`src/rtl/lsu_pkg.sv`:
```
// Shared definitions for the load/store unit.
// funct3 codes and FSM state encoding.
package lsu_pkg;

    localparam logic [2:0] F3_B  = 3'b000;
    localparam logic [2:0] F3_H  = 3'b001;
    localparam logic [2:0] F3_W  = 3'b010;
    localparam logic [2:0] F3_BU = 3'b100;
    localparam logic [2:0] F3_HU = 3'b101;

    typedef enum logic [1:0] {
        ST_IDLE,
        ST_ISSUE,
        ST_WAIT,
        ST_RESP
    } lsu_state_t;

endpackage

```
`src/rtl/lsu_mem_ctrl_load_extend.sv`:
```
// Load data extender: selects byte/half by address and extends it.
// Combinational, shared with the writeback forwarding path.
module load_extend
    import lsu_pkg::*;
(
    input  logic [31:0] mem_rdata,
    input  logic [1:0]  a,
    input  logic [2:0]  funct3,
    output logic [31:0] data
);

    logic [7:0]  byte_sel;
    logic [15:0] half_sel;

    always_comb begin
        byte_sel = mem_rdata[7:0];
        unique case (a)
            2'd0: byte_sel = mem_rdata[7:0];
            2'd1: byte_sel = mem_rdata[15:8];
            2'd2: byte_sel = mem_rdata[23:16];
            2'd3: byte_sel = mem_rdata[31:24];
        endcase
        half_sel = a[1] ? mem_rdata[31:16] : mem_rdata[15:0];
    end

    always_comb begin
        data = mem_rdata;
        case (funct3)
            F3_B:    data = {{24{byte_sel[7]}}, byte_sel};
            F3_BU:   data = {24'h0, byte_sel};
            F3_H:    data = {{16{half_sel[15]}}, half_sel};
            F3_HU:   data = {16'h0, half_sel};
            default: data = mem_rdata;
        endcase
    end

endmodule

```
`src/rtl/lsu_mem_ctrl.sv`:
```
// Load/store unit between the MEM stage and a registered-output data memory.
// Checks requests, drives byte lanes, sequences read latency, returns one response.
module lsu_mem_ctrl
    import lsu_pkg::*;
#(
    parameter int MEMORY_SIZE  = 12288,
    parameter int ADDR_WIDTH   = $clog2(MEMORY_SIZE),
    parameter int READ_LATENCY = 2
) (
    input  logic                  clk,
    input  logic                  rst,
    input  logic                  req_valid,
    output logic                  req_ready,
    input  logic                  req_we,
    input  logic [2:0]            req_funct3,
    input  logic [ADDR_WIDTH-1:0] req_addr,
    input  logic [31:0]           req_wdata,
    output logic                  resp_valid,
    output logic [31:0]           resp_rdata,
    output logic                  resp_err,
    output logic [ADDR_WIDTH-1:0] mem_addr,
    output logic                  mem_we,
    output logic                  mem_re,
    output logic [31:0]           mem_wdata,
    output logic [3:0]            mem_byteena,
    input  logic [31:0]           mem_rdata
);

    localparam int CNT_W = (READ_LATENCY > 1) ? $clog2(READ_LATENCY) : 1;
    localparam logic [CNT_W-1:0] CNT_INIT = CNT_W'(READ_LATENCY - 1);
    localparam logic [31:0] LIM_W   = 32'(MEMORY_SIZE - 4);
    localparam logic [31:0] LIM_ANY = 32'(MEMORY_SIZE);

    lsu_state_t state, state_n;

    logic             we_q;
    logic [2:0]       f3_q;
    logic [CNT_W-1:0] cnt;

    logic        accept;
    logic        f3_legal;
    logic        size_h;
    logic        size_w;
    logic        misal;
    logic        oor;
    logic        acc_err;
    logic [31:0] addr_ext;
    logic [3:0]  be_n;
    logic [31:0] wd_n;
    logic [31:0] ext_data;

    assign accept   = req_valid & req_ready;
    assign addr_ext = 32'(req_addr);

    // funct3 decode; unsigned loads are not valid store encodings
    always_comb begin
        f3_legal = 1'b0;
        size_h   = 1'b0;
        size_w   = 1'b0;
        case (req_funct3)
            F3_B: f3_legal = 1'b1;
            F3_H: begin
                f3_legal = 1'b1;
                size_h   = 1'b1;
            end
            F3_W: begin
                f3_legal = 1'b1;
                size_w   = 1'b1;
            end
            F3_BU: f3_legal = ~req_we;
            F3_HU: begin
                f3_legal = ~req_we;
                size_h   = 1'b1;
            end
            default: f3_legal = 1'b0;
        endcase
    end

    always_comb begin
        misal   = (size_h & req_addr[0])
                | (size_w & (req_addr[1:0] != 2'b00));
        oor     = size_w ? (addr_ext > LIM_W) : (addr_ext >= LIM_ANY);
        acc_err = ~f3_legal | misal | oor;
    end

    always_comb begin
        be_n = 4'b0001 << req_addr[1:0];
        wd_n = {4{req_wdata[7:0]}};
        unique case (1'b1)
            size_w: begin
                be_n = 4'b1111;
                wd_n = req_wdata;
            end
            size_h: begin
                be_n = req_addr[1] ? 4'b1100 : 4'b0011;
                wd_n = {2{req_wdata[15:0]}};
            end
            default: begin
                be_n = 4'b0001 << req_addr[1:0];
                wd_n = {4{req_wdata[7:0]}};
            end
        endcase
    end

    load_extend u_load_extend (
        .mem_rdata (mem_rdata),
        .a         (mem_addr[1:0]),
        .funct3    (f3_q),
        .data      (ext_data)
    );

    always_ff @(posedge clk) begin
        if (rst) begin
            state <= ST_IDLE;
        end else begin
            state <= state_n;
        end
    end

    always_comb begin
        state_n = state;
        case (state)
            ST_IDLE: begin
                if (accept) begin
                    state_n = acc_err ? ST_RESP : ST_ISSUE;
                end
            end
            ST_ISSUE: state_n = we_q ? ST_RESP : ST_WAIT;
            ST_WAIT:  state_n = (cnt == '0) ? ST_RESP : ST_WAIT;
            ST_RESP:  state_n = ST_IDLE;
            default:  state_n = ST_IDLE;
        endcase
    end

    always_comb begin
        req_ready  = (state == ST_IDLE);
        resp_valid = (state == ST_RESP);
        mem_we     = (state == ST_ISSUE) & we_q;
        mem_re     = (state == ST_ISSUE) & ~we_q;
    end

    // Memory port registers only move on a clean accept, so errors leave them untouched
    always_ff @(posedge clk) begin
        if (rst) begin
            we_q        <= 1'b0;
            f3_q        <= 3'b000;
            cnt         <= '0;
            mem_addr    <= '0;
            mem_wdata   <= 32'h0;
            mem_byteena <= 4'b0000;
            resp_rdata  <= 32'h0;
            resp_err    <= 1'b0;
        end else begin
            if (accept) begin
                we_q       <= req_we;
                f3_q       <= req_funct3;
                resp_err   <= acc_err;
                resp_rdata <= 32'h0;
                if (!acc_err) begin
                    mem_addr <= req_addr;
                    if (req_we) begin
                        mem_wdata   <= wd_n;
                        mem_byteena <= be_n;
                    end
                end
            end
            if (state == ST_ISSUE) begin
                cnt <= CNT_INIT;
            end
            if (state == ST_WAIT) begin
                if (cnt == '0) begin
                    resp_rdata <= ext_data;
                end else begin
                    cnt <= cnt - 1'b1;
                end
            end
        end
    end

endmodule

```
`config.mk`:
```
export PLATFORM = sky130hd
export DESIGN_NAME = lsu_mem_ctrl
export DESIGN_NICKNAME = d
export VERILOG_FILES = /design/src/rtl/lsu_pkg.sv /design/src/rtl/lsu_mem_ctrl_load_extend.sv /design/src/rtl/lsu_mem_ctrl.sv
export SDC_FILE = /design/constraint.sdc
export NUM_CORES = 1
export LEC_CHECK = 0
export ABC_AREA = 1
export CAP_MARGIN = 20
export CORE_ASPECT_RATIO = 0.7
export CORE_UTILIZATION = 35
export DETAILED_ROUTE_END_ITERATION = 8
export DONT_BUFFER_PORTS = 1
export SYNTH_ARGS = -nofsm -noshare
export SYNTH_HDL_FRONTEND = slang
export SYNTH_SLANG_ARGS = --single-unit
export TNS_END_PERCENT = 5
```
`constraint.sdc`:
```
create_clock -name clk -period 1.45 [get_ports clk]
set_clock_uncertainty 0.05 [all_clocks]
set_input_delay 0.29 -clock clk [delete_from_list [all_inputs] [get_ports clk]]
set_output_delay 0.29 -clock clk [all_outputs]
set_load 0.05 [all_outputs]
```
# [After elaboration in Yosys (flattened, before gate mapping)]
# Cells that the tools add are included.
[totals] regBits=90 latchBits=0 mem_bits_rw=0 rom_bits=0 in_bits=85 out_inout_bits=87 wordCells=70 n_memories=0
[classes] n_addsub=1 multipliers=0 div=0 order_cmp=2 eq_ne=14 shift=1 mux=21 bitwise_logic=12 n_reduce_logical=10
[ops] op="32-bit case mux with 4 select lines" count=1
[ops] op="32-bit 2-to-1 mux" count=3
[ops] op="32-bit case mux with 2 select lines" count=1
[ops] op="8-bit case mux with 4 select lines" count=1
[ops] op="16-bit 2-to-1 mux" count=1
[ops] op="14-bit greater-or-equal comparator (second input constant)" count=1
[ops] op="14-bit greater-than comparator (second input constant)" count=1
[ops] op="3-bit == test (second input constant)" count=4
[ops] op="2-bit == test (second input constant)" count=4
[ops] op="1-bit 2-to-1 mux" count=8
[ops] op="2-bit case mux with 4 select lines" count=1
[ops] op="4-bit case mux with 2 select lines" count=1
[ops] op="3-bit by 1-bit == test with 1-bit output (second input constant)" count=2
[ops] op="3-bit zero test" count=2
[ops] op="1-bit AND" count=5
[ops] op="2-bit by 1-bit == test with 1-bit output (second input constant)" count=2
[ops] op="2-bit zero test" count=2
[ops] op="2-bit 2-to-1 mux" count=2
[ops] op="4-bit 2-to-1 mux" count=1
[ops] op="1-bit inverter" count=4
[ops] op="2-bit OR reduction" count=2
[ops] op="1-bit by 2-bit << shifter with 4-bit output (first input constant)" count=1
[ops] op="3-bit by 2-bit == test with 1-bit output (second input constant)" count=1
[ops] op="1-bit OR" count=3
[ops] op="7 further kinds" count=7

# [Longest topological paths before layout]
# Gate-level depths: netlist of run 1.
[logic_depth] depth_word=10 depth_mapped=10 mapped_depth_nobuf=9

# [Modules after synthesis]
# From an unflattened synthesis of run 1, not the netlist that was laid out.
[unflattened] cells_unflattened=784 hier_area_um2=4971.0
[by_module_without_submodules] mod="lsu_mem_ctrl" instances=1 cells_per_inst=614 area_per_inst_um2=4047.6 seq_area_each_um2=1801.7
[by_module_without_submodules] mod="load_extend" instances=1 cells_per_inst=170 area_per_inst_um2=923.4 seq_area_each_um2=0.0

# [Worst setup path after synthesis of run 1]
# Ideal clock, no wire load.
[synth_timing] path_kind="register -> register" start="reg state[0]" end="reg mem_wdata[14]" setup_time_ps=113 arrival_time_ps=1882 required_time_ps=1287 path_slack_ps=-595 path_stages_with_launch=10 n_path_buf=2 synth_period_minus_slack_ps=2045 path_cell_list="dfxtp_1 inv_1 ha_1 nand2_1 nor2_1 nand4_1 buf_4 buf_4 nor2_1 nor2_1"
[synth_between] elab_chain_len=3
[synth_rtl] item="start: declaration" line_no="lsu_mem_ctrl.sv:34" source="lsu_state_t state, state_n;"
[synth_rtl] item="start signal: assignment" line_no="lsu_mem_ctrl.sv:116" source="state <= state_n;"
[synth_rtl] item="2-bit zero test" line_no="lsu_mem_ctrl.sv:136" source="req_ready = (state == ST_IDLE);"
[synth_rtl] item="via req_ready" line_no="lsu_mem_ctrl.sv:13" source="output logic req_ready,"
[synth_rtl] item="1-bit AND" line_no="lsu_mem_ctrl.sv:52" source="assign accept = req_valid & req_ready;"
[synth_rtl] item="3-bit AND reduction (no source line)"
[synth_rtl] item="end signal: assignment" line_no="lsu_mem_ctrl.sv:162" source="mem_wdata <= wd_n;"
[synth_rtl] item="end: declaration" line_no="lsu_mem_ctrl.sv:24" source="output logic [31:0] mem_wdata,"
# The timed path passes the listed nets, and every way through them passes these cells.
# A chain may end at the register's enable or synchronous reset.

# [Worst setup path in the final report of run 1]
[layout_timing] start="reg state[1]" end="reg mem_wdata[0]"
[layout_between] elab_chain_len=3
[layout_rtl] item="2-bit zero test" line_no="lsu_mem_ctrl.sv:136"
[layout_rtl] item="1-bit AND" line_no="lsu_mem_ctrl.sv:52"
[layout_rtl] item="3-bit AND reduction (no source line)"
# Every way passes these cells.

==> results of run 1 <==
==> cells in the final DEF (no fill, tap or decap), types with 2 or more instances in the layout <==
cell type	Yosys	routed
clkinv_4	0	3
a21oi_1	55	51
dfxtp_2	0	3
ha_4	0	2
a21oi_2	0	4
nand2_1	251	243
inv_1	100	94
nand2_2	1	7
nor2_4	0	4
nand4_1	3	3
buf_12	0	9
a21boi_2	0	6
buf_4	3	71
o21ai_0	28	27
clkbuf_16	0	12
nor2_2	1	10
inv_4	0	2
o21a_1	2	2
clkinvlp_4	0	2
nand3_1	48	48
a21boi_1	9	3
buf_8	0	2
a31oi_1	7	7
inv_2	11	15
nor2_1	117	104
buf_6	0	7
dfxtp_1	90	86
nand2_4	0	2
==> metrics by stage <==
step | area (um^2) | worst slack (ns)
floorplan | 4730 | -0.144
global placement | 5430 | -0.0396
detailed placement | 5430 | -0.125
CTS | 5810 | -0.153
global route | 6070 | -0.299
finish | 6070 | -0.211
==> power by group <==
group	leakage (nW)	switching (mW)	internal [mW]
logic	2.26	2.93	1.78
clock network	0.140	1.03	1.23
registers	0.734	0.722	2.92
total	3.14	4.68	5.93
==> cell families (layout without fill, tap and decap cells) <==
family / Yosys count / after routing / share of synthesized area
compound gates: 104 / 104 / 0.120
fa+ha+maj: 4 / 4 / 0.0107
buf+inv: 152 / 221 / 0.129
flops: 90 / 90 / 0.384
simple gates: 424 / 424 / 0.357
==> what timing repair did <==
item | in CTS | in global routing
setup buffers | 2 | 5
setup endpoints to repair | 66 | 89
hold endpoints to repair | 9 | 0
gates cloned | 1 | 6
hold buffers | 1 | 0
pin swaps | 2 | 8
resized for setup | 18 | 40
==> state kept, by name, summed over array words and instances (netlist names) <==
| name | flops |
|---|---|
| f3_q | 3 |
| resp_err | 1 |
| state | 2 |
| mem_addr | 14 |
| mem_byteena | 4 |
| cnt | 1 |
| we_q | 1 |
| resp_rdata | 32 |
| mem_wdata | 32 |
==> worst min-delay path by stage <==
stage	cells after the start	endpoint	slack, ns
3_5_place_dp	1	state[1]	0.31
3_3_place_gp	1	state[1]	0.32
6_report	2	mem_addr[8]	0.04
4_1_cts	2	mem_wdata[2]	0.03
2_1_floorplan	1	cnt	0.37
5_1_grt	2	mem_addr[8]	0.02
==> metal layers <==
layer  part of all wire  vias to the layer above  GRT usage  routed length (um)
met3              0.099                       12     0.0656                1460
met4             0.0064                        0     0.0380                  93
met5                  0                        -          0                   0
met2               0.41                      184      0.288                6050
met1               0.48                     2098      0.294                7040
li1                   -                     2489          -                   -
==> cell type report <==
class / instances / share of cell area
well taps: 162 / 0.0334
multi-input cells: 532 / 0.401
clock inverters: 6 / 0.00804
repair buffers: 93 / 0.149
repair inverters: 1 / 0.00124
clock buffers: 10 / 0.0394
flip-flops and latches: 90 / 0.298
inverters: 111 / 0.0691
==> flow_metrics.tcl, run 1 <==
set metrics [dict create \
    status "finished, violations left" \
    violations "negative setup slack" \
    dpl.hpwl_um 9950 \
    max_stage_delay_ns 0.34 \
    grt_max_degree 70 \
    syn_area_per_cell_um2 6.06 \
    syn_to_final_growth_pct 29.4 \
    clk_latency_ns 0.33 \
    via_per_inst 4.76 \
    final_util 0.477 \
    drc 0 \
    hp-class "input pin to register" \
    synth_top_area_frac 0.384 \
    drive_above_1_share 0.198 \
    place_congestion 0.837 \
    synthDistinctLibCells 25 \
    ys_top_cells_by_count "nand2_1, nor2_1, inv_1" \
    p_per_area_nw_per_um2 1750 \
    post-place-cells 974 \
    yosysMostFrequentCell "nand2_1" \
    r2r_cells 10 \
    crit_type "register to register" \
    ys_async_sr_fraction 0 \
    fin_ws_ns -0.211 \
    syn_inst 774 \
    synth_area_um2 4690 \
    cp-start-kind "register" \
    synth-edff-count 0 \
    rsz0062_at_grt "true" \
    drtIter0Drc 360 \
    rows 34 \
    r2r-start "state[1]" \
    path_depth 10 \
    fmax_mhz 602 \
    finalHoldViolCount 0 \
    critPathBufInv 4 \
    grt_pass1_wl_um 22100 \
    startpoint "state[1]" \
    cts.reportedPaths.clkPinSlew_ns 0.07 \
    ant_nets 0 \
    setup_viol 83 \
    yosysSeqAreaShare 0.384 \
    slowest_stage "dfxtp_2" \
    synth_ff_type "dfxtp_1" \
    cts_root_buffer "clkbuf_16" \
    clock-sinks 90 \
    synth-seq-cells 90 \
    synth_top_cell_by_area "dfxtp_1" \
    cp_data_required_time_ns 1.63 \
    antenna_found_initial 0 \
    cp-endpoint "mem_wdata[0]" \
    cts_buffer_depth 2 \
    fill_cells 1354 \
    die_h_um 98.8 \
    setup_tns_ns -10.69 \
    nets 927 \
    final-seq-area_um2 1810 \
    pin_count 172 \
    cts_tree "yes" \
    syn_nets 863 \
    period_minus_slack_ns 1.66 \
    maxCapViolCount 0 \
    multiInputGateArea_um2 2440 \
    setup.worst_path.end_class "register" \
    routedWlPerCell_um 14.6 \
    path_delay_family "buffers and inverters" \
    start_util 0.369 \
    n_antenna_cell 0 \
    dieArea_um2 13900 \
    ys_top_cells_by_area "dfxtp_1, nand2_1, nor2_1, inv_1, a21oi_1" \
    hold_slack_ns 0.0364 \
    report.power.total_mw 10.6 \
    drt_first_pass_iters 5 \
    totalWireLength_um 14600 \
    grtUsageTotal 0.202 \
    ir_worst_vdd_v 0.000805 \
    finalNonFillerCells 1005 \
    critPathMaxFanout 17 \
    grt-ovfl-total 0 \
    finalCritPeriodShare 1.15 \
    grt_pass1_vias 4265 \
    worst_pin_slew_ns 0.552 \
    num_vias 4783 \
    hold_start "req_addr[8]" \
    arrival_ns 1.84 \
    core_area_um2 12700 \
    leakage_nw 3.14 \
    slew-limit-headroom 0.631 \
    path_cells "inv_2 -> buf_6 -> ha_4 -> nand2_4 -> nor2_4 -> nand4_1 -> buf_6 -> buf_12 -> nor2_1 -> nor2_1" \
    ys.warnings.count 0 \
    port_buffers 0 \
    cts_buffers 9 \
    rrSetupSlack_ns -0.21 \
    htree_levels 3 \
    slew_viol_final 0 \
    r2r-end "mem_wdata[0]" \
    die-width_um 140 \
]
Power figures use the tool's default switching activity.
==> run 2: changes to the inputs <==
==> constraint.sdc (replaced) <==
create_clock -name clk -period 1.8 [get_ports clk]
set_clock_uncertainty 0.05 [all_clocks]
set_input_delay 0.36 -clock clk [delete_from_list [all_inputs] [get_ports clk]]
set_output_delay 0.36 -clock clk [all_outputs]
set_load 0.05 [all_outputs]
==> flow_metrics.tcl, run 2 (synthesized netlist as in run 1, its figures left out) <==
set metrics [dict create \
    cts_root_buffer "clkbuf_16" \
    worst_pin_slew_ns 0.575 \
    grt_max_degree 70 \
    htree_levels 3 \
    holdBufCountCts 0 \
    fin_ws_ns 0.102 \
    grt_pass1_vias 4156 \
    dpl.hpwl_um 9720 \
    antenna_found_initial 0 \
    arrival_ns 1.29 \
    rows 34 \
    hp-class "input pin to register" \
    layout_common_cells "nand2_1, nor2_1, inv_1" \
    fmax_mhz 589 \
    start_util 0.369 \
    dieArea_um2 13900 \
    cp_data_required_time_ns 1.39 \
    path_cells "inv_2 -> ha_2 -> nand2_2 -> clkinvlp_4" \
    via_per_inst 4.74 \
    ir_worst_vdd_v 0.000805 \
    sequentialPowerShare 0.418 \
    status "finished clean" \
    slew_viol_final 0 \
    clock-sinks 90 \
    drt_first_pass_iters 5 \
    swShare 0.434 \
    setup.worst_path.end_class "output pin" \
    drc 0 \
    port_buffers 0 \
    crit_type "register to output pin" \
    p_sw_mw 3.54 \
    setup_viol 0 \
    slowest_stage "dfxtp_2" \
    internal_power_mw 4.61 \
    multiInputGateArea_um2 2310 \
    finalHoldViolCount 0 \
    totalWireLength_um 13800 \
    pwr-share-clk 0.272 \
    max_stage_delay_ns 0.36 \
    period_minus_slack_ns 1.70 \
    finalCritPeriodShare 0.943 \
    num_vias 4485 \
    maxCapViolCount 0 \
    final_util 0.427 \
    final_common_cell "nand2_1" \
    die_h_um 98.8 \
    cts_buffers 9 \
    p_per_area_nw_per_um2 1500 \
    slew-limit-headroom 0.616 \
    place_congestion 0.879 \
    ant_nets 0 \
    pin_count 172 \
    cts_tree "yes" \
    final-seq-area_um2 1800 \
    drtIter0Drc 322 \
    leakage_nw 2.80 \
    grt-ovfl-total 0 \
    nets 868 \
    cts_buffer_depth 2 \
    grtUsageTotal 0.200 \
    die-width_um 140 \
    drive_above_1_share 0.0944 \
    n_antenna_cell 0 \
    power_frac_comb 0.310 \
    fill_cells 1375 \
    grt_pass1_wl_um 21900 \
    reg.largest.list "mem_wdata x32, resp_rdata x32, mem_addr x14" \
    syn_to_final_growth_pct 15.8 \
    dp_slack_ns 0.104 \
    cts.reportedPaths.clkPinSlew_ns 0.07 \
    cp-start-kind "register" \
    clk_latency_ns 0.34 \
    routedWlPerCell_um 14.5 \
    critPathMaxFanout 3 \
    core_area_um2 12700 \
    report.power.total_mw 8.15 \
]
run 2: cell count changes in the layout (fill, tap and decap cells not counted), moves of 5 or more:
cell | previous run | this run
a21boi_1 | 3 | 9
a21boi_2 | 6 | 0
buf_4 | 71 | 27
buf_6 | 7 | 2
nand2_1 | 243 | 250
nand2_2 | 7 | 2
nor2_1 | 104 | 115
nor2_2 | 10 | 3
run 2: layout make-up:
cell class | instances | area share
timing repair buffer | 35 | 0.0645
multi-input combinational | 532 | 0.425
sequential | 90 | 0.332
clock inverter | 7 | 0.0226
tap | 162 | 0.0373
inverter | 111 | 0.0774
clock buffer | 9 | 0.0415
run 2: power groups by stage:
stage / clock, mW / combinational, mW / sequential (mW)
floorplan: 0 / 1.62 / 3.60
global placement: 0 / 2.45 / 3.44
detailed placement: 0 / 2.46 / 3.44
CTS: 2.27 / 2.49 / 3.40
global route: 2.35 / 2.83 / 3.45
finish: 2.22 / 2.53 / 3.41
run 2: final timing paths:
| kind | endpoint | start | cells past startpoint | slack, ns |
|---|---|---|---|---|
| setup / recovery | mem_we | state[1] | 4 | 0.10 |
| hold / removal | resp_rdata[4] | rst | 1 | 0.04 |
| setup reg to reg | mem_wdata[9] | state[0] | 10 | 0.12 |
| hold reg to reg | cnt | cnt | 1 | 0.42 |
run 2: metrics by stage:
step | area [um^2] | setup TNS (ns) | hold WS [ns] | cells
2_1_floorplan | 4700 | 0 | 0.373 | 774
3_3_place_gp | 5030 | 0 | 0.387 | 927
3_5_place_dp | 5030 | 0 | 0.387 | 927
4_1_cts | 5390 | 0 | 0.0225 | 943
5_1_grt | 5430 | -0.00692 | 0.0142 | 946
6_report | 5430 | 0 | 0.0379 | 946
run 2: critical path, delay by kind of cell (launching register included):
| family | cells | cell delay [ns] |
|---|---|---|
| buf+inv | 2 | 0.30 |
| fa+ha+maj | 1 | 0.19 |
| flops | 1 | 0.36 |
| simple gates | 1 | 0.10 |
run 2: per-layer routing:
metal  vias to the layer above  GRT usage  wire length [um]  part of all wire
met5                         -          0                 0                 0
met4                         0     0.0423               116            0.0084
met3                         9     0.0870              1390              0.10
met2                       163      0.269              5170              0.38
met1                      1938      0.288              7070              0.51
li1                       2375          -                 -                 -
run 2: what timing repair did:
item | in CTS | in global routing
setup buffers | 0 | 2
endpoints found under the setup margin | 1 | 39
resized for setup | 3 | 7
gates cloned | 0 | 1
pin swaps | 0 | 2
endpoints found under the hold margin | 0 | 0
==> run 3: changes to the inputs <==
--- a/config.mk
+++ b/config.mk
@@ -11,6 +11,7 @@
 export CORE_UTILIZATION = 35
 export DETAILED_ROUTE_END_ITERATION = 8
 export DONT_BUFFER_PORTS = 1
+export RECOVER_POWER = 100
 export SYNTH_ARGS = -nofsm -noshare
 export SYNTH_HDL_FRONTEND = slang
 export SYNTH_SLANG_ARGS = --single-unit
==> constraint.sdc (replaced) <==
create_clock -name clk -period 1.5 [get_ports clk]
set_clock_uncertainty 0.05 [all_clocks]
set_input_delay 0.3 -clock clk [delete_from_list [all_inputs] [get_ports clk]]
set_output_delay 0.3 -clock clk [all_outputs]
set_load 0.05 [all_outputs]
==> flow_metrics.tcl, run 3 (synthesized netlist as in run 1, its figures left out) <==
set metrics [dict create \
    status "finished, violations left" \
    violations "negative setup slack" \
    start_util 0.369 \
    cts_buffers 9 \
    setup_viol 41 \
    worst_pin_slew_ns 0.565 \
    power_frac_comb 0.398 \
    slew_viol_final 0 \
    rows 34 \
    port_buffers 0 \
    cts_root_buffer "clkbuf_16" \
    final-seq-area_um2 1810 \
    pwr-share-clk 0.246 \
    slew-limit-headroom 0.623 \
    antenna_found_initial 0 \
    crit_type "register to output pin" \
    internal_power_mw 5.62 \
    sequentialPowerShare 0.356 \
    via_per_inst 4.77 \
    finalCritPeriodShare 1.05 \
    postLayoutCellArea_um2 5700 \
    setup.worst_path.end_class "output pin" \
    reg.largest.list "mem_wdata x32, resp_rdata x32, mem_addr x14" \
    setup_tns_ns -1.23 \
    pin_count 172 \
    p_sw_mw 4.41 \
    fmax_mhz 636 \
    r2r_cells 10 \
    cp-start-kind "register" \
    ant_nets 0 \
    n_antenna_cell 0 \
    drtIter0Drc 279 \
    place_congestion 0.861 \
    r2r-end "mem_wdata[2]" \
    critPathMaxFanout 3 \
    hold_start "req_addr[8]" \
    fin_ws_ns -0.0729 \
    final_common_cell "nand2_1" \
    die-width_um 140 \
    hold-path-cell-count 2 \
    holdPathEnd "mem_addr[8]" \
    swShare 0.440 \
    dpl.hpwl_um 9920 \
    rsz0062_at_grt "true" \
    syn_to_final_growth_pct 21.6 \
    htree_levels 3 \
    dpl_cell_area_um2 5290 \
    report.power.total_mw 10.0 \
    arrival_ns 1.22 \
    slowest_stage "dfxtp_2" \
    routedWlPerCell_um 14.5 \
    r2r-start "state[1]" \
    clock-sinks 90 \
    path_cells "buf_6 -> ha_4 -> nand2_2 -> inv_2 -> buf_12" \
    max_stage_delay_ns 0.33 \
    p_per_area_nw_per_um2 1760 \
    critPathBufInv 3 \
    fill_cells 1315 \
    layout_common_cells "nand2_1, nor2_1, inv_1" \
    die_h_um 98.8 \
    period_minus_slack_ns 1.57 \
    dieArea_um2 13900 \
    maxCapViolCount 0 \
    cts_tree "yes" \
    ir_worst_vdd_v 0.000880 \
    grt-ovfl-total 0 \
    core_area_um2 12700 \
    rrSetupSlack_ns -0.05 \
    path_delay_family "flip-flops" \
    finalHoldViolCount 0 \
    nets 907 \
    num_vias 4690 \
    grt_pass1_wl_um 22100 \
    grt_pass1_vias 4087 \
    multiInputGateArea_um2 2370 \
    cp_data_required_time_ns 1.15 \
    drc 0 \
    drive_above_1_share 0.155 \
    path_depth 5 \
    totalWireLength_um 14200 \
    cts_buffer_depth 2 \
    leakage_nw 2.97 \
    cts.reportedPaths.clkPinSlew_ns 0.07 \
    grtUsageTotal 0.200 \
    hp-class "input pin to register" \
    drt_first_pass_iters 5 \
    clk_latency_ns 0.34 \
    grt_max_degree 70 \
]
[run 3: power by group through the flow]
stage | Sequential [mW] | Combinational [mW] | Clock (mW)
6_report | 3.58 | 3.99 | 2.47
3_5_place_dp | 3.61 | 3.87 | 0
5_1_grt | 3.63 | 4.34 | 2.62
2_1_floorplan | 4.33 | 1.98 | 0
4_1_cts | 3.57 | 4.02 | 2.53
3_3_place_gp | 3.61 | 3.85 | 0
[run 3: what timing repair did]
action / in CTS / in global routing
cloned: 0 / 2
pin swaps: 4 / 3
gates resized for setup: 12 / 17
endpoints found under the setup margin: 62 / 78
buffers inserted: 7 / 1
hold endpoints to repair: 9 / 0
hold buffers: 1 / 0
[run 3: cell type report]
cell class | instances | share of cell area
inverters | 111 | 0.0744
clock buffers | 9 | 0.0395
multi-input cells | 532 | 0.416
repair buffers | 74 | 0.102
well taps | 162 | 0.0355
clock inverters | 6 | 0.0158
flip-flops and latches | 90 | 0.317
[run 3: layer usage]
layer	up-vias	wire length [um]	track usage
li1	2451	-	-
met1	2054	7060	0.290
met2	176	5710	0.279
met3	9	1340	0.0705
met4	0	125	0.0490
met5	-	0	0
[run 3: worst max path at each step]
stage                         from              to  slack [ns]
after detailed placement  state[0]  resp_rdata[11]       -0.05
after global placement    state[0]  resp_rdata[16]      -0.007
after floorplan           state[1]   mem_wdata[14]       -0.09
after global routing      state[0]  resp_rdata[17]       -0.14
after CTS                 state[0]          mem_re        -0.1
final                     state[0]          mem_we       -0.07
[run 3: worst register-to-register path: cells and delay by family (launching register included)]
| kind | cells | cell delay (ns) |
|---|---|---|
| buffers and inverters | 3 | 0.47 |
| adders and majority gates | 1 | 0.17 |
| DFF | 1 | 0.37 |
| and+or+nand+nor | 6 | 0.40 |
[run 3: metrics by stage]
stage | setup WS (ns) | cells | utilization | hold slack, ns
3_3_place_gp | -0.00728 | 958 | 0.416 | 0.328
3_5_place_dp | -0.0485 | 958 | 0.416 | 0.329
5_1_grt | -0.141 | 984 | 0.448 | 0.0307
2_1_floorplan | -0.0944 | 774 | - | 0.373
4_1_cts | -0.0969 | 981 | 0.448 | 0.0282
6_report | -0.0729 | 984 | 0.448 | 0.0363
